## config.mk

```make
export PLATFORM = sky130hd
export DESIGN_NAME = light_shade_scheduler
export DESIGN_NICKNAME = d
export VERILOG_FILES = /design/src/rtl/light_shade_scheduler.sv
export SDC_FILE = /design/constraint.sdc
export NUM_CORES = 1
export LEC_CHECK = 0
export ABC_CLOCK_PERIOD_IN_PS = 11440
export BUFFER_PORTS_ARGS = -buffer_cell sky130_fd_sc_hd__buf_4
export CAP_MARGIN = 30
export CORE_UTILIZATION = 35
export CTS_BUF_LIST = sky130_fd_sc_hd__clkbuf_8
export CTS_CLUSTER_SIZE = 25
export DETAILED_ROUTE_END_ITERATION = 16
export PLACE_DENSITY = 0.53
export REMOVE_ABC_BUFFERS = 1
export SKIP_CTS_REPAIR_TIMING = 1
export SLEW_MARGIN = 10
export SYNTH_ARGS = -nofsm -noshare
export SYNTH_HDL_FRONTEND = slang
export SYNTH_SLANG_ARGS = --single-unit
```

## constraint.sdc

```tcl
create_clock -name clk_in -period 11.44 [get_ports clk_in]
set_input_delay 1.144 -clock clk_in [delete_from_list [all_inputs] [get_ports clk_in]]
set_output_delay 1.144 -clock clk_in [all_outputs]
set_load 0.005 [all_outputs]
```

## src/rtl/light_shade_scheduler.sv

```systemverilog
// rtl/light_shade_scheduler.sv - per-triangle light loop through the light_intensity pipe
// Issues one light per cycle blind, accumulates the tagged returns, saturates to 1.0 and culls on light 0.
module light_shade_scheduler #(
  parameter int NORM_WIDTH = 16,
  parameter int NORM_FRAC  = 14,
  parameter int MAX_LIGHTS = 4,
  parameter int ID_WIDTH   = 12,
  parameter int LI_LATENCY = 4
) (
  input  logic                                  clk_in,
  input  logic                                  rst_in,
  input  logic                                  cfg_we_in,
  input  logic [((MAX_LIGHTS > 1) ? $clog2(MAX_LIGHTS) : 1)-1:0] cfg_addr_in,
  input  logic [3*NORM_WIDTH-1:0]               cfg_norm_in,
  input  logic [$clog2(MAX_LIGHTS):0]           num_lights_in,
  input  logic                                  tri_valid_in,
  output logic                                  tri_ready_out,
  input  logic [3*NORM_WIDTH-1:0]               tri_norm_in,
  input  logic [ID_WIDTH-1:0]                   tri_id_in,
  output logic [3*NORM_WIDTH-1:0]               li_tri_norm_out,
  output logic [3*NORM_WIDTH-1:0]               li_cam_norm_out,
  input  logic [NORM_WIDTH-1:0]                 li_intensity_in,
  input  logic                                  li_facing_in,
  output logic                                  shade_valid_out,
  input  logic                                  shade_ready_in,
  output logic [NORM_WIDTH-1:0]                 shade_intensity_out,
  output logic                                  shade_visible_out,
  output logic [ID_WIDTH-1:0]                   shade_id_out
);
  localparam int AW   = (MAX_LIGHTS > 1) ? $clog2(MAX_LIGHTS) : 1;
  localparam int CW   = $clog2(MAX_LIGHTS) + 1;
  localparam int ACCW = NORM_WIDTH + $clog2(MAX_LIGHTS) + 1;
  localparam logic signed [ACCW-1:0] ONE = ACCW'(1 << NORM_FRAC);

  typedef enum logic [1:0] {IDLE, ISSUE, WAIT, OUT} state_t;

  state_t                   state;
  logic [3*NORM_WIDTH-1:0]  light_tbl [MAX_LIGHTS];
  logic [ID_WIDTH-1:0]      id_q;
  logic [CW-1:0]            n_q, k_q, n_sel, next_k;
  logic [LI_LATENCY-1:0]    tag_v, tag_f, tag_l;
  logic signed [ACCW-1:0]   acc, addend, sum;
  logic                     vis_q, fin_vis, accept, ret;
  logic                     push_v, push_f, push_l;
  logic [AW-1:0]            issue_idx;
  logic [NORM_WIDTH-1:0]    fin_int;

  always_comb begin
    n_sel = num_lights_in;
    if (num_lights_in == '0)
      n_sel = CW'(1);
    else if (num_lights_in > CW'(MAX_LIGHTS))
      n_sel = CW'(MAX_LIGHTS);
  end

  // Tag bits travel alongside each issue so only our own returns are consumed.
  always_comb begin
    accept    = tri_ready_out & tri_valid_in;
    next_k    = k_q + CW'(1);
    push_v    = 1'b0;
    push_f    = 1'b0;
    push_l    = 1'b0;
    issue_idx = next_k[AW-1:0];
    if (accept) begin
      push_v    = 1'b1;
      push_f    = 1'b1;
      push_l    = (n_sel == CW'(1));
      issue_idx = '0;
    end else if (state == ISSUE && k_q != n_q - CW'(1)) begin
      push_v = 1'b1;
      push_l = (next_k == n_q - CW'(1));
    end
  end

  always_comb begin
    ret     = tag_v[LI_LATENCY-1];
    addend  = li_facing_in ? {{(ACCW-NORM_WIDTH){li_intensity_in[NORM_WIDTH-1]}}, li_intensity_in} : '0;
    sum     = acc + addend;
    fin_int = (sum > ONE) ? ONE[NORM_WIDTH-1:0] : sum[NORM_WIDTH-1:0];
    fin_vis = tag_f[LI_LATENCY-1] ? li_facing_in : vis_q;
  end

  always_ff @(posedge clk_in or posedge rst_in) begin
    if (rst_in) begin
      state               <= IDLE;
      tri_ready_out       <= 1'b1;
      shade_valid_out     <= 1'b0;
      shade_intensity_out <= '0;
      shade_visible_out   <= 1'b0;
      shade_id_out        <= '0;
      li_tri_norm_out     <= '0;
      li_cam_norm_out     <= '0;
      for (int i = 0; i < MAX_LIGHTS; i++) light_tbl[i] <= '0;
      id_q  <= '0;
      n_q   <= '0;
      k_q   <= '0;
      tag_v <= '0;
      tag_f <= '0;
      tag_l <= '0;
      acc   <= '0;
      vis_q <= 1'b0;
    end else begin
      if (cfg_we_in && (AW+1)'(cfg_addr_in) < (AW+1)'(MAX_LIGHTS))
        light_tbl[cfg_addr_in] <= cfg_norm_in;

      tag_v <= {tag_v[LI_LATENCY-2:0], push_v};
      tag_f <= {tag_f[LI_LATENCY-2:0], push_f};
      tag_l <= {tag_l[LI_LATENCY-2:0], push_l};
      if (push_v) li_cam_norm_out <= light_tbl[issue_idx];

      if (ret) acc <= sum;
      if (ret && tag_f[LI_LATENCY-1]) vis_q <= li_facing_in;

      case (state)
        IDLE: if (accept) begin
          li_tri_norm_out <= tri_norm_in;
          id_q            <= tri_id_in;
          n_q             <= n_sel;
          k_q             <= '0;
          acc             <= '0;
          tri_ready_out   <= 1'b0;
          state           <= ISSUE;
        end
        ISSUE: begin
          if (k_q == n_q - CW'(1)) state <= WAIT;
          else                     k_q   <= next_k;
        end
        WAIT: if (ret && tag_l[LI_LATENCY-1]) begin
          shade_valid_out     <= 1'b1;
          shade_intensity_out <= fin_int;
          shade_visible_out   <= fin_vis;
          shade_id_out        <= id_q;
          state               <= OUT;
        end
        OUT: if (shade_ready_in) begin
          shade_valid_out <= 1'b0;
          tri_ready_out   <= 1'b1;
          state           <= IDLE;
        end
        default: state <= IDLE;
      endcase
    end
  end
endmodule
```

; After elaboration in Yosys (flattened, before gate mapping)
; Index checks and enable logic that the tools add are counted.
[op_classes]
addsub = 3
n_lt_le_gt_ge = 5
eq_ne = 12
mux = 34
n_bitwise = 3
reduce_logical = 15
[ops]
columns = op, count
row1 = $bwmux W192, 1
row2 = $mux W48, 3
row3 = $bmux W48 S2, 1
row4 = $demux W48 S2, 1
row5 = $mux W19, 4
row6 = $add A19 B19 Y19, 1
row7 = $gt A19 B16 Y1 const B, 1
row8 = $mux W16, 1
row9 = $mux W3, 4
row10 = $mux W1, 10
row11 = $mux W2, 5
row12 = $reduce_and A3 Y1, 3
row13 = $ne A2 B2 Y1 const B, 4
row14 = $pmux W2 S4, 1
row15 = $eq A3 B3 Y1, 2
row16 = $ge A3 B3 Y1 const B, 2
row17 = $not A2 Y3, 2
row18 = $pmux W3 S2, 1
row19 = $reduce_bool A2 Y1, 3
row20 = $eq A2 B2 Y1 const B, 2
row21 = $logic_and A1 B1 Y1, 4
row22 = $pmux W1 S2, 2
row23 = $reduce_and A2 Y1, 2
row24 = $reduce_and A4 Y1, 1
row25 = other kinds (11), 11
[word_totals]
reg_bits = 371
in_bits = 135
out_inout_bits = 127
elab_cells = 92

; Depth between registers and ports, before layout
; Gate-level depths: netlist of the first run.
[depth]
depth_word = 6
mapped_depth = 13

; Least setup slack after synthesis of the first run
; Ideal clock, no wire load.
[synth_path]
path_type = input port to flip-flop
from = in li_intensity_in[0]
to = reg shade_intensity_out[13]
setup_time_ps = 104
arrival_time_ps = 3847
required_time_ps = 11336
path_slack_ps = 7489
stages = 11
n_path_buf = 0
path_cell_list = and2_1 > ha_1 > fa_1 > a211oi_4 > o31ai_4 > o2111a_2 > nor3b_1 > o2111ai_1 > nor4_4 > o211ai_4 > a221oi_1
[synth_between]
elab_chain_cells = 4
[synth_lines]
columns = item, line_no
row1 = "start, declared", 22  ; input logic [NORM_WIDTH-1:0] li_intensity_in,
row2 = $mux W19 (*), 77  ; addend = li_facing_in ? {{(ACCW-NORM_WIDTH){li_intensity_in[NORM_WIDTH-1]}}, li_intensity_in} : '0;
row3 = $add A19 B19 Y19 (*), 78  ; sum = acc + addend;
row4 = $gt A19 B16 Y1, 79  ; fin_int = (sum > ONE) ? ONE[NORM_WIDTH-1:0] : sum[NORM_WIDTH-1:0];
row5 = $mux W16 (*), 79
row6 = "end signal, assigned", 130  ; shade_intensity_out <= fin_int;
row7 = "end, declared", 26  ; output logic [NORM_WIDTH-1:0] shade_intensity_out,
; Every way passes the cells marked *; elsewhere a longest branch is shown, timed or not.
; A chain may end at the register's enable or synchronous reset.

; Worst setup path after layout of the first run
[layout_path]
from = in li_facing_in
to = reg shade_intensity_out[8]
[layout_between]
elab_chain_cells = 4
[layout_lines]
columns = item, line_no
row1 = "start, declared", 23  ; input logic li_facing_in,
row2 = $mux W19 (*), 77
row3 = $add A19 B19 Y19 (*), 78
row4 = $gt A19 B16 Y1, 79
row5 = $mux W16 (*), 79
; Marked as above.

==> results of run 1 <==
## worst min-delay path by stage
stage / from / end / slack (ns) / cells past startpoint
after floorplan: tag_f[0] / tag_f[1] / 0.33 / 0
after global placement: tag_v[1] / tag_v[2] / 0.33 / 0
after detailed placement: tag_f[0] / tag_f[1] / 0.34 / 0
after CTS: tag_f[0] / tag_f[1] / 0.35 / 0
after global routing: tag_l[0] / tag_l[1] / 0.35 / 0
final: tag_f[0] / tag_f[1] / 0.35 / 0
## power by group through the flow
stage / logic, mW / clock network, mW / registers, mW
after CTS: 0.332 / 1.35 / 1.50
final: 0.326 / 1.30 / 1.50
after floorplan: 0.238 / 0 / 1.51
after global placement: 0.321 / 0 / 1.52
after detailed placement: 0.331 / 0 / 1.53
after global routing: 0.366 / 1.41 / 1.52
## placed cells by master, fill, tap and decap left out, drive strengths merged, types with 25 or more instances in the layout
cell type  count
mux2         241
nand2        406
inv           42
nor2          47
ha            25
buf          284
nand3         64
o21ai        112
dfrtp        370
clkbuf        89
## flip-flops by register name, indices dropped and copies added (netlist names)
name,cells
k_q,3
tri_ready_out,1
id_q,12
state,2
li_cam_norm_out,48
tag_f,4
li_tri_norm_out,48
tag_v,4
tag_l,4
shade_valid_out,1
shade_intensity_out,16
n_q,3
acc,19
light_tbl,192
vis_q,1
shade_id_out,12
shade_visible_out,1
## layout make-up
class                           count  area share (%)
Timing Repair Buffer              284            10.6
Inverter                           14           0.288
Clock buffer                       89            5.87
Sequential cell                   371            44.5
Clock inverter                     36           0.954
Antenna cell                        1          0.0120
Multi-Input combinational cell   1076            34.1
Tap cell                          607            3.64
## metal layers
layer  global-route usage [%]  routed length (um)
met4                     5.93                 999
met5                        0                  31
met2                     29.3               20300
met3                     5.64                2680
met1                     22.8               19200
## logic make-up after synthesis
logic type	count (synthesis)	share of synthesized area [%]
buffers and inverters	102	2.46
XOR/XNOR	17	0.932
AND/OR/NAND/NOR	578	14.5
adder cells (fa/ha/maj)	26	1.98
AO/OA/AOI/OAI	198	7.64
flip-flops	371	55.3
multiplexers	257	17.1
==> flow_metrics.env, run 1 <==
export IMPL_final_area_um2=20900
export IMPL_crit_start="li_facing_in"
export IMPL_hpwl_um=26200
export IMPL_io_buffers=261
export IMPL_fin_util_pct=44.4
export IMPL_status="finished clean"
export IMPL_reg2reg_slack_ns=8.01
export IMPL_ant_nets=0
export IMPL_worstPathCellList="buf_4 -> and2_1 -> ha_1 -> fa_1 -> a211oi_4 -> o31ai_4 -> o2111a_2 -> nor3b_1 -> o2111ai_1 -> nor4_4 -> o211ai_4 -> a221oi_1"
export IMPL_dpl_cell_area_um2=19400
export IMPL_finalMaxSlewViolations=0
export IMPL_core_rowCount=79
export IMPL_antenna_found_initial=2
export IMPL_dp_cells=2349
export IMPL_instances_no_fill=2478
export IMPL_start_util_pct=35.7
export IMPL_start_kind="primary input"
export IMPL_ios=262
export IMPL_drc=0
export IMPL_synthTopCellsByCount="nand2_1, dfrtp_1, mux2_2"
export IMPL_period_share_pct=34.0
export IMPL_finalHoldViolations=0
export IMPL_worst_ir_drop_vdd_v=0.000101
export IMPL_grt_max_degree=118
export IMPL_ys_top_cells_by_area="dfrtp_1, mux2_2, nand2_1"
export IMPL_cts_tree="done"
export IMPL_gp_congestion=0.835
export IMPL_yosys_cell_count_top_type="nand2_1"
export IMPL_yosys_register_bits=371
export IMPL_rr_worst_depth=10
export IMPL_tightest_slew_ns=0.952
export IMPL_drt_iter0_drc=674
export IMPL_cp_slowest_stage_delay_ns=0.57
export IMPL_grtUsageTotal_pct=18.0
export IMPL_viasPerCell=4.94
export IMPL_rsz0062_at_grt="no"
export IMPL_path_class="in2reg"
export IMPL_seqPwrFrac_pct=48.1
export IMPL_setup_tns_ns=0
export IMPL_seqCellArea_um2=9290
export IMPL_fp_dieH_um=221
export IMPL_dieArea_um2=48800
export IMPL_synth_cells=1549
export IMPL_vias=12200
export IMPL_fin_skew_ns=0.0325
export IMPL_die_x_um=221
export IMPL_switching_share_pct=24.7
export IMPL_critPathMaxFanout=18
export IMPL_wl_per_cell_um=17.4
export IMPL_cts_buffer_depth=3
export IMPL_r2r_end="shade_intensity_out[8]"
export IMPL_synth_edff_count=0
export IMPL_internal_power_mw=2.35
export IMPL_period_needed_ns=3.89
export IMPL_crit_family="compound AO/OA/AOI/OAI gates"
export IMPL_p_leak_nw=9.98
export IMPL_cts_sinks=371
export IMPL_max_cap_violations=0
export IMPL_synth_top_cell_by_area="dfrtp_1"
export IMPL_root_buffer="clkbuf_8"
export IMPL_worst_skew_pair_late_latency_ns=0.64
export IMPL_hold_class="reg2reg"
export IMPL_power_mw=3.13
export IMPL_fmax_ghz=0.257
export IMPL_nNetsFinal=1979
export IMPL_yosysUniqueCellTypes=62
export IMPL_path_clk_slew_ns=0.05
export IMPL_syn_avg_cell_area_um2=10.8
export IMPL_regToRegStartpoint="acc[0]"
export IMPL_clkPwrFrac_pct=41.4
export IMPL_path_depth=12
export IMPL_arrival_ns=4.40
export IMPL_yosysTopAreaCellShare_pct=55.2
export IMPL_syn_to_final_growth_pct=24.3
export IMPL_critPathCaptureType="flip-flop"
export IMPL_async_flop_share_pct=100
export IMPL_grt_overflow=0
export IMPL_path_buf_inv=1
export IMPL_setup_viol=0
export IMPL_power_density_nw_per_um2=150
export IMPL_post_place_ws_ns=6.90
export IMPL_n_fill_cell=4528
export IMPL_slowest_stage="nor4_4"
export IMPL_worst_endpoint_required_ns=11.95
export IMPL_core_area_um2=47000
export IMPL_ys_seq_area_share_pct=55.3
export IMPL_drive_above_1_share_pct=34.7
export IMPL_dominantRegCellSynth="dfrtp_1"
export IMPL_wl_um=43200
export IMPL_grt_pass1_vias=12600
export IMPL_synth_area_um2=16800
export IMPL_slew_headroom_pct=36.6
export IMPL_whs_ns=0.345
export IMPL_first_pass_iters=5
export IMPL_cts_buffers=71
export IMPL_endpoint="shade_intensity_out[8]"
export IMPL_yosysWarnings=0
export IMPL_multi_input_area_um2=7120
export IMPL_cts_htree_levels=3
export IMPL_combPwrFrac_pct=10.4
export IMPL_setup_ws_ns=7.55
export IMPL_grt_pass1_wl_um=70400
export IMPL_netSwitchingPower_mw=0.773
Power figures use the tool's default switching activity.
==> run 2: changes to the inputs <==
ABC_CLOCK_PERIOD_IN_PS = 3770   (was 11440)
PLACE_DENSITY = 0.51   (was 0.53)
clock period = 3.77 ns   (was 11.44 ns; I/O delays follow)
==> flow_metrics.env, run 2 (same netlist as run 1, synthesis figures left out) <==
export IMPL_cp_slowest_stage_delay_ns=0.44
export IMPL_fin_skew_ns=0.0283
export IMPL_combPwrFrac_pct=11.6
export IMPL_grt_pass1_vias=12700
export IMPL_cts_buffer_depth=3
export IMPL_hold_class="in2reg"
export IMPL_crit_family="compound AO/OA/AOI/OAI gates"
export IMPL_internal_power_mw=7.19
export IMPL_grt_pass1_wl_um=69900
export IMPL_drt_iter0_drc=714
export IMPL_max_flop_register="light_tbl"
export IMPL_wl_um=44400
export IMPL_path_clk_slew_ns=0.06
export IMPL_status="finished clean"
export IMPL_grt_max_degree=111
export IMPL_worstHoldStart="shade_ready_in"
export IMPL_root_buffer="clkbuf_8"
export IMPL_worst_skew_pair_late_latency_ns=0.64
export IMPL_critPathCaptureType="flip-flop"
export IMPL_dieArea_um2=48800
export IMPL_reg_largest_list="light_tbl: 192 flops, li_cam_norm_out: 48 flops, li_tri_norm_out: 48 flops"
export IMPL_holdPathStages=3
export IMPL_fmax_ghz=0.311
export IMPL_ios=262
export IMPL_netSwitchingPower_mw=2.39
export IMPL_path_class="reg2reg"
export IMPL_final_cell_mix="nand2_1, dfrtp_1, buf_4"
export IMPL_period_needed_ns=3.22
export IMPL_start_kind="flip-flop"
export IMPL_min_to="shade_valid_out"
export IMPL_cts_tree="done"
export IMPL_viasPerCell=4.92
export IMPL_largest_reg_flops=192
export IMPL_cts_htree_levels=3
export IMPL_arrival_ns=3.73
export IMPL_nNetsFinal=2093
export IMPL_rr_worst_depth=10
export IMPL_regToRegStartpoint="acc[0]"
export IMPL_worst_endpoint_required_ns=4.28
export IMPL_p_leak_nw=10.5
export IMPL_slowest_stage="fa_1"
export IMPL_max_cap_violations=0
export IMPL_reg2reg_slack_ns=0.55
export IMPL_wl_per_cell_um=17.1
export IMPL_fp_dieH_um=221
export IMPL_fin_util_pct=46.9
export IMPL_tightest_slew_ns=0.891
export IMPL_path_depth=10
export IMPL_grt_overflow=0
export IMPL_io_buffers=261
export IMPL_drive_above_1_share_pct=32.9
export IMPL_power_density_nw_per_um2=435
export IMPL_period_share_pct=85.4
export IMPL_switching_share_pct=25.0
export IMPL_core_area_um2=47000
export IMPL_gp_congestion=0.806
export IMPL_path_buf_inv=0
export IMPL_whs_ns=0.0736
export IMPL_finalHoldViolations=0
export IMPL_r2r_end="shade_intensity_out[8]"
export IMPL_seqPwrFrac_pct=47.6
export IMPL_vias=12800
export IMPL_setup_viol=0
export IMPL_core_rowCount=79
export IMPL_layout_commonest_cell="nand2_1"
export IMPL_ant_nets=0
export IMPL_critPathMaxFanout=6
export IMPL_start_util_pct=35.7
export IMPL_cts_sinks=371
export IMPL_first_pass_iters=5
export IMPL_n_fill_cell=4387
export IMPL_grtUsageTotal_pct=18.0
export IMPL_cts_buffers=69
export IMPL_syn_to_final_growth_pct=31.3
export IMPL_drc=0
export IMPL_finalMaxSlewViolations=0
export IMPL_hpwl_um=27300
export IMPL_die_x_um=221
export IMPL_rsz0062_at_grt="no"
export IMPL_worst_ir_drop_vdd_v=0.000263
export IMPL_clkPwrFrac_pct=40.8
export IMPL_antenna_found_initial=3
export IMPL_worstPathCellList="ha_1 -> fa_1 -> a211oi_4 -> o31ai_4 -> o2111a_2 -> o211ai_1 -> nand2b_1 -> a311oi_1 -> nor2_1 -> a221oi_1"
export IMPL_slew_headroom_pct=40.6
[run 2: cell types whose count changed in the layout (fill, tap and decap cells not counted), moves of 2 or more]
cell and change:
inv_6 -2, clkinv_2 +2, buf_12 +7, clkbuf_8 -2, dlygate4sd3_1 +111, diode_2 +2
buf_16 -2, inv_1 -3, inv_8 +2
[run 2: through the flow]
stage	setup TNS (ns)	cell area, um2	instances	worst slack (ns)	total power [mW]
2_1_floorplan	-2666.73	16400	1461	-6.91	5.30
3_3_place_gp	0	19500	2356	0.333	5.60
3_5_place_dp	0	19500	2357	0.252	5.66
4_1_cts	0	20900	2479	0.542	9.66
5_1_grt	0	22000	2593	0.337	10.1
6_report	0	22000	2593	0.550	9.58
[run 2: worst max-delay path by stage]
stage / slack [ns] / to / start
after CTS: 0.54 / shade_intensity_out[8] / acc[0]
after global placement: 0.33 / shade_intensity_out[13] / li_facing_in
after detailed placement: 0.25 / shade_intensity_out[8] / li_facing_in
after floorplan: -6.91 / acc[0] / rst_in
final: 0.55 / shade_intensity_out[8] / acc[0]
after global routing: 0.34 / shade_intensity_out[13] / acc[0]
[run 2: routing by layer]
| metal | wire [um] | global-route usage [%] | vias to the layer above |
|---|---|---|---|
| met5 | 0 | 0 | - |
| met4 | 859 | 5.35 | 0 |
| met3 | 2410 | 5.48 | 63 |
| met2 | 21400 | 29.6 | 284 |
| met1 | 19700 | 22.6 | 6323 |
| li1 | - | - | 6088 |
[run 2: worst register-to-register path, delay by kind of cell, from the launching register on]
family / cells / cell delay [ns]
compound gates: 6 / 1.75
fa+ha+maj: 2 / 0.68
flops: 1 / 0.38
simple gates: 2 / 0.28
[run 2: power groups by stage]
stage                     logic [mW]  registers [mW]  clock network (mW)
final                           1.11            4.56                3.90
after detailed placement        1.03            4.63                   0
after global routing            1.23            4.61                4.23
after global placement         0.998            4.61                   0
after CTS                       1.03            4.56                4.07
after floorplan                0.722            4.58                   0
[run 2: area by class of cell]
| type | instances | area (um2) | share of cell area, % |
|---|---|---|---|
| diodes | 3 | 7.51 | 0.0341 |
| inverters | 14 | 60.1 | 0.273 |
| flip-flops and latches | 371 | 9290 | 42.2 |
| multi-input cells | 1076 | 7110 | 32.3 |
| clock buffers | 87 | 1200 | 5.44 |
| clock inverters | 35 | 203 | 0.920 |
| well taps | 607 | 759 | 3.45 |
| repair buffers | 400 | 3400 | 15.4 |
